<file path="config.mk">
export PLATFORM = sky130hd
export DESIGN_NAME = weight_load_ctrl_flat
export DESIGN_NICKNAME = d
export VERILOG_FILES = /design/src/rtl/weight_load_ctrl_if.sv /design/src/rtl/weight_load_ctrl.sv /design/src/flat_wrapper.sv
export SDC_FILE = /design/constraint.sdc
export NUM_CORES = 1
export LEC_CHECK = 0
export CAP_MARGIN = 40
export CORE_ASPECT_RATIO = 0.9
export CORE_MARGIN = 2
export CORE_UTILIZATION = 43
export DETAILED_ROUTE_END_ITERATION = 10
export PLACE_DENSITY = 0.77
export SYNTH_ARGS = -nofsm -noshare
export SYNTH_HDL_FRONTEND = slang
export SYNTH_SLANG_ARGS = --single-unit
export TNS_END_PERCENT = 30
</file>
<file path="constraint.sdc">
create_clock -name clk -period 1.7 [get_ports clk]
set_input_delay 0.255 -clock clk [delete_from_list [all_inputs] [get_ports clk]]
set_output_delay 0.255 -clock clk [all_outputs]
set_load 0.1 [all_outputs]
</file>
<file path="src/rtl/weight_load_ctrl_if.sv">
// Weight stream (valid/ready) and weight RAM write port for weight_load_ctrl.
// master: upstream/RAM side; slave: the controller.
interface weight_load_ctrl_if #(
  parameter int unsigned DATA_WIDTH = 8,
  parameter int unsigned ADDR_WIDTH = 4
);
  logic                  w_valid;
  logic [DATA_WIDTH-1:0] w_data;
  logic                  w_ready;
  logic                  wr_en;
  logic [ADDR_WIDTH-1:0] wr_addr;
  logic [DATA_WIDTH-1:0] wr_data;

  modport master (
    output w_valid,
    output w_data,
    input  w_ready,
    input  wr_en,
    input  wr_addr,
    input  wr_data
  );

  modport slave (
    input  w_valid,
    input  w_data,
    output w_ready,
    output wr_en,
    output wr_addr,
    output wr_data
  );
endinterface

</file>
<file path="src/rtl/weight_load_ctrl.sv">
// Writer-side controller for the conv weight buffer: streams KERNEL_SIZE words into RAM 0..N-1.
// Optional WEIGHT_LOAD_CHECKSUM_EN adds exp_sum/sum_err and gates weights_valid on a checksum.
module weight_load_ctrl #(
  parameter int unsigned DATA_WIDTH  = 8,
  parameter int unsigned ADDR_WIDTH  = 4,
  parameter int unsigned KERNEL_SIZE = 9
) (
  input  logic                  clk,
  input  logic                  reset,
  input  logic                  load_start,
  input  logic                  load_abort,
  weight_load_ctrl_if.slave     wif,
  output logic                  busy,
  output logic                  load_done,
`ifdef WEIGHT_LOAD_CHECKSUM_EN
  input  logic [DATA_WIDTH+3:0] exp_sum,
  output logic                  sum_err,
`endif
  output logic                  weights_valid
);

  localparam logic [ADDR_WIDTH-1:0] LastCnt = ADDR_WIDTH'(KERNEL_SIZE - 1);

  typedef enum logic [0:0] {StIdle, StLoad} state_e;

  state_e                state_q;
  logic [ADDR_WIDTH-1:0] cnt_q;
  logic                  accept;

  assign busy        = (state_q == StLoad);
  assign wif.w_ready = busy && !load_abort;
  assign accept      = wif.w_valid && wif.w_ready;

`ifdef WEIGHT_LOAD_CHECKSUM_EN
  logic [DATA_WIDTH+3:0] sum_q;
  logic [DATA_WIDTH+3:0] sum_next;
  // Wraps naturally at 2^(DATA_WIDTH+4).
  assign sum_next = sum_q + {4'b0000, wif.w_data};
`endif

  always_ff @(posedge clk or negedge reset) begin
    if (!reset) begin
      state_q       <= StIdle;
      cnt_q         <= '0;
      wif.wr_en     <= 1'b0;
      wif.wr_addr   <= '0;
      wif.wr_data   <= '0;
      load_done     <= 1'b0;
      weights_valid <= 1'b0;
`ifdef WEIGHT_LOAD_CHECKSUM_EN
      sum_q         <= '0;
      sum_err       <= 1'b0;
`endif
    end else begin
      wif.wr_en <= 1'b0;
      load_done <= 1'b0;
      unique case (state_q)
        StIdle: begin
          // Abort outranks a simultaneous start.
          if (load_start && !load_abort) begin
            state_q       <= StLoad;
            cnt_q         <= '0;
            weights_valid <= 1'b0;
`ifdef WEIGHT_LOAD_CHECKSUM_EN
            sum_q         <= '0;
            sum_err       <= 1'b0;
`endif
          end
        end
        StLoad: begin
          if (load_abort) begin
            state_q <= StIdle;
            cnt_q   <= '0;
          end else if (accept) begin
            wif.wr_en   <= 1'b1;
            wif.wr_addr <= cnt_q;
            wif.wr_data <= wif.w_data;
`ifdef WEIGHT_LOAD_CHECKSUM_EN
            sum_q       <= sum_next;
`endif
            if (cnt_q == LastCnt) begin
              state_q   <= StIdle;
              cnt_q     <= '0;
              load_done <= 1'b1;
`ifdef WEIGHT_LOAD_CHECKSUM_EN
              sum_err       <= (sum_next != exp_sum);
              weights_valid <= (sum_next == exp_sum);
`else
              weights_valid <= 1'b1;
`endif
            end else begin
              cnt_q <= cnt_q + 1'b1;
            end
          end
        end
        default: state_q <= StIdle;
      endcase
    end
  end

endmodule

</file>
<file path="src/flat_wrapper.sv">
// flat-port wrapper written by rule: the top's interface ports become plain ports
module weight_load_ctrl_flat 
#(
  parameter int unsigned DATA_WIDTH  = 8,
  parameter int unsigned ADDR_WIDTH  = 4,
  parameter int unsigned KERNEL_SIZE = 9
)
  (clk, reset, load_start, load_abort, busy, load_done, weights_valid, wif_w_valid, wif_w_data, wif_w_ready, wif_wr_en, wif_wr_addr, wif_wr_data);
  weight_load_ctrl_if #(.DATA_WIDTH(DATA_WIDTH), .ADDR_WIDTH(ADDR_WIDTH)) wif_i ();
  input  logic clk;
  input  logic reset;
  input  logic load_start;
  input  logic load_abort;
  output logic busy;
  output logic load_done;
  output logic weights_valid;
  input wire logic [$bits(wif_i.w_valid)-1:0] wif_w_valid;
  input wire logic [$bits(wif_i.w_data)-1:0] wif_w_data;
  output wire logic [$bits(wif_i.w_ready)-1:0] wif_w_ready;
  output wire logic [$bits(wif_i.wr_en)-1:0] wif_wr_en;
  output wire logic [$bits(wif_i.wr_addr)-1:0] wif_wr_addr;
  output wire logic [$bits(wif_i.wr_data)-1:0] wif_wr_data;
  assign wif_i.w_valid = wif_w_valid;
  assign wif_i.w_data = wif_w_data;
  assign wif_w_ready = wif_i.w_ready;
  assign wif_wr_en = wif_i.wr_en;
  assign wif_wr_addr = wif_i.wr_addr;
  assign wif_wr_data = wif_i.wr_data;
  weight_load_ctrl #(.DATA_WIDTH(DATA_WIDTH), .ADDR_WIDTH(ADDR_WIDTH), .KERNEL_SIZE(KERNEL_SIZE)) u_core (.clk(clk), .reset(reset), .load_start(load_start), .load_abort(load_abort), .wif(wif_i), .busy(busy), .load_done(load_done), .weights_valid(weights_valid));
endmodule
</file>
==> out/qor.yml <==
status: "finished clean"
seqCellArea_um2: 502
antennaDiodeCount: 0
ir_drop_v: 0.000607
rsz0062_at_grt: "no"
grt_use_met2_pct: 32.1
cp_max_fo: 6
cts_resized: 0
max_slew_margin_pct: 66.7
fin_crit_sh_pct: 88.0
grt-ovfl-total: 0
drive_gt1_share_pct: 35.7
cp_cell_sequence: "clkdlybuf4s50_1, and2b_4, buf_12"
drt_iter0_markers: 3
coreArea_mm2: 0.00188
final.setup_skew_ns: 0.0107
pin_count: 30
syn_inst: 65
utilization_pct: 72.5
critPathMaxStageDelay_ns: 0.48
dp_slack_ns: 0.0807
synth_cell_types: 23
p_per_area_mw_per_mm2: 1170
ant_nets: 0
clkLatencyLatePin_ns: 0.29
cp-end-kind: "primary output"
fp.dieH_um: 46.0
gp_congestion: 0.848
met3_usage_pct: 2.96
cap_violations: 0
die_w_um: 50.7
vias: 616
cts_buffers: 3
dieArea_mm2: 0.00233
timing.fmax_mhz: 668
core.rowCount: 15
initial_utilization_pct: 44.9
crit_family: "buffers and inverters"
worst_slew_pin_slew_ns: 0.494
finalWorstSetupSlack_ns: 0.203
grt.total_usage_pct: 18.0
grt_pass1_wl_mm: 2.97
fin_crit_ns: 1.50
post_synth.cell_area_avg_um2: 13.0
netlist_area_um2: 843
area_growth_syn_to_layout_pct: 61.4
ys_ff_latch: 20
clockBufferDepth: 2
ys_warn_count: 0
drv_slew: 0
vias_per_cell: 5.01
remaining_drc_errors: 0
cts_tree: "yes"
arrival_ns: 1.24
ctsHoldBuffers: 0
p_leak_uw: 0.000628
dr.pass1.iters: 4
grt_pass1_vias: 667
path_buf_inv: 2
path_class: "in -> out"
port_buffers: 29
final_nets: 114
multi_input_area_um2: 315
seq_area_frac_synth_pct: 59.3
crit_required_ns: 1.44
clock_sinks: 20
root_buffer: "clkbuf_4"
worstSetupStartpointType: "primary input"
grt_use_met1_pct: 20.9
fillCellCount: 136
min_path_type: "in -> async"
cp_slowest_cell: "clkdlybuf4s50_1"
setup_tns_ns: 0
synth_nets: 80
wire_per_inst_um: 14.4
wirelength_mm: 1.77
antenna_found_initial: 0
place_hpwl_mm: 1.39
setup_viol: 0
grt_max_degree: 21
hold_viol_final: 0
cts_htree_levels: 1
clk_pin_slew_ns: 0.11
cts_setup_buffers: 0
top_usage_layer: "met2"
[stage by stage]
stage / std cells / area, µm² / hold slack [ns] / power [µW]
4_1_cts: 123 / 1360 / 0.288 / 1610
6_report: 123 / 1360 / 0.289 / 1590
5_1_grt: 123 / 1360 / 0.318 / 1660
3_5_place_dp: 119 / 1340 / 0.537 / 1390
2_1_floorplan: 65 / 847 / -0.0406 / 1060
3_3_place_gp: 119 / 1340 / 0.528 / 1370
[worst register-to-register path, cell delays in order, from the launching register on]
cell	delay [ns]
dfrtp_1	0.43
inv_1	0.08
ha_1	0.22
nand3b_1	0.15
nand4b_1	0.19
o311ai_1	0.29
[synth_stat cells]
library cell	number	area, µm²
nor3_1	1	5.00
a21o_1	1	7.51
nand3b_4	1	20.0
or3b_4	1	11.3
nor2_2	1	6.26
nor2_1	1	3.75
buf_6	1	11.3
nand4b_1	1	8.76
nand3_1	3	15.0
dfrtp_1	20	500
mux2i_1	1	10.0
mux2_4	2	30.0
a22oi_1	1	7.51
o21ai_0	5	25.0
ha_1	2	25.0
nand3b_1	1	7.51
nand2_1	6	22.5
mux2_2	7	78.8
nand4_1	1	6.26
o311ai_1	1	8.76
o22ai_1	1	6.26
and2b_1	1	7.51
inv_1	5	18.8
[flip-flops by register name, indices dropped and copies added (netlist names)]
signal and cells:
u_core.busy 1, u_core.cnt_q 4, u_core.load_done 1, u_core.weights_valid 1, u_core.wif.wr_addr 4, u_core.wif.wr_data 8, u_core.wif.wr_en 1
[path summary, 6_finish.rpt]
| path | startpoint | end | slack [ns] | cells after the start |
|---|---|---|---|---|
| setup / recovery | load_abort | wif_w_ready | 0.20 | 3 |
| hold / removal | reset | u_core.load_done | 0.29 | 2 |
| setup reg to reg | u_core.cnt_q[0] | u_core.cnt_q[3] | 0.27 | 5 |
| hold reg to reg | u_core.weights_valid | u_core.weights_valid | 0.56 | 1 |
| max in group asynchronous | reset | u_core.busy | 1.20 | 2 |
| min in group clk | u_core.weights_valid | u_core.weights_valid | 0.56 | 1 |
[cells by family after synthesis]
group / after synthesis / synth area share [%]
buffers and inverters: 6 / 3.56
and+or+nand+nor: 18 / 13.5
DFF: 20 / 59.3
AOI/OAI and AO/OA: 9 / 6.53
adders and majority gates: 2 / 2.97
muxes: 10 / 14.1
[per-layer routing]
| metal | up-vias | wire length [µm] |
|---|---|---|
| met5 | - | 0 |
| met4 | 0 | 25 |
| met3 | 2 | 68 |
| met2 | 15 | 954 |
| met1 | 304 | 725 |
| li1 | 295 | - |
[layout by cell type, fill, tap and decap left out, drive strengths merged]
cell type / Yosys / routed
ha: 2 / 2
buf: 1 / 18
clkdlybuf4s50: 0 / 12
nand2: 6 / 6
inv: 5 / 5
and2b: 1 / 1
nor2: 2 / 2
o311ai: 1 / 1
nand4b: 1 / 1
nand3: 3 / 3
mux2i: 1 / 1
nand3b: 2 / 2
or3b: 1 / 1
clkbuf: 0 / 4
o21ai: 5 / 5
mux2: 9 / 9
o22ai: 1 / 1
nor3: 1 / 1
dfrtp: 20 / 20
a21o: 1 / 1
nand4: 1 / 1
a22oi: 1 / 1
[layout make-up]
type,instances,share of cell area (%)
Sequential cell,20,36.9
Timing Repair Buffer,30,34.4
Multi-Input combinational cell,39,23.2
Inverter,5,1.38
Tap cell,25,2.30
Clock buffer,4,1.93
[report_power, final]
| part | internal (µW) | leakage [µW] | switching [µW] |
|---|---|---|---|
| sequential | 533 | 0.000258 | 66.2 |
| clock | 91.1 | 0.0000150 | 133 |
| combinational | 289 | 0.000355 | 482 |
Power figures use the tool's default switching activity.
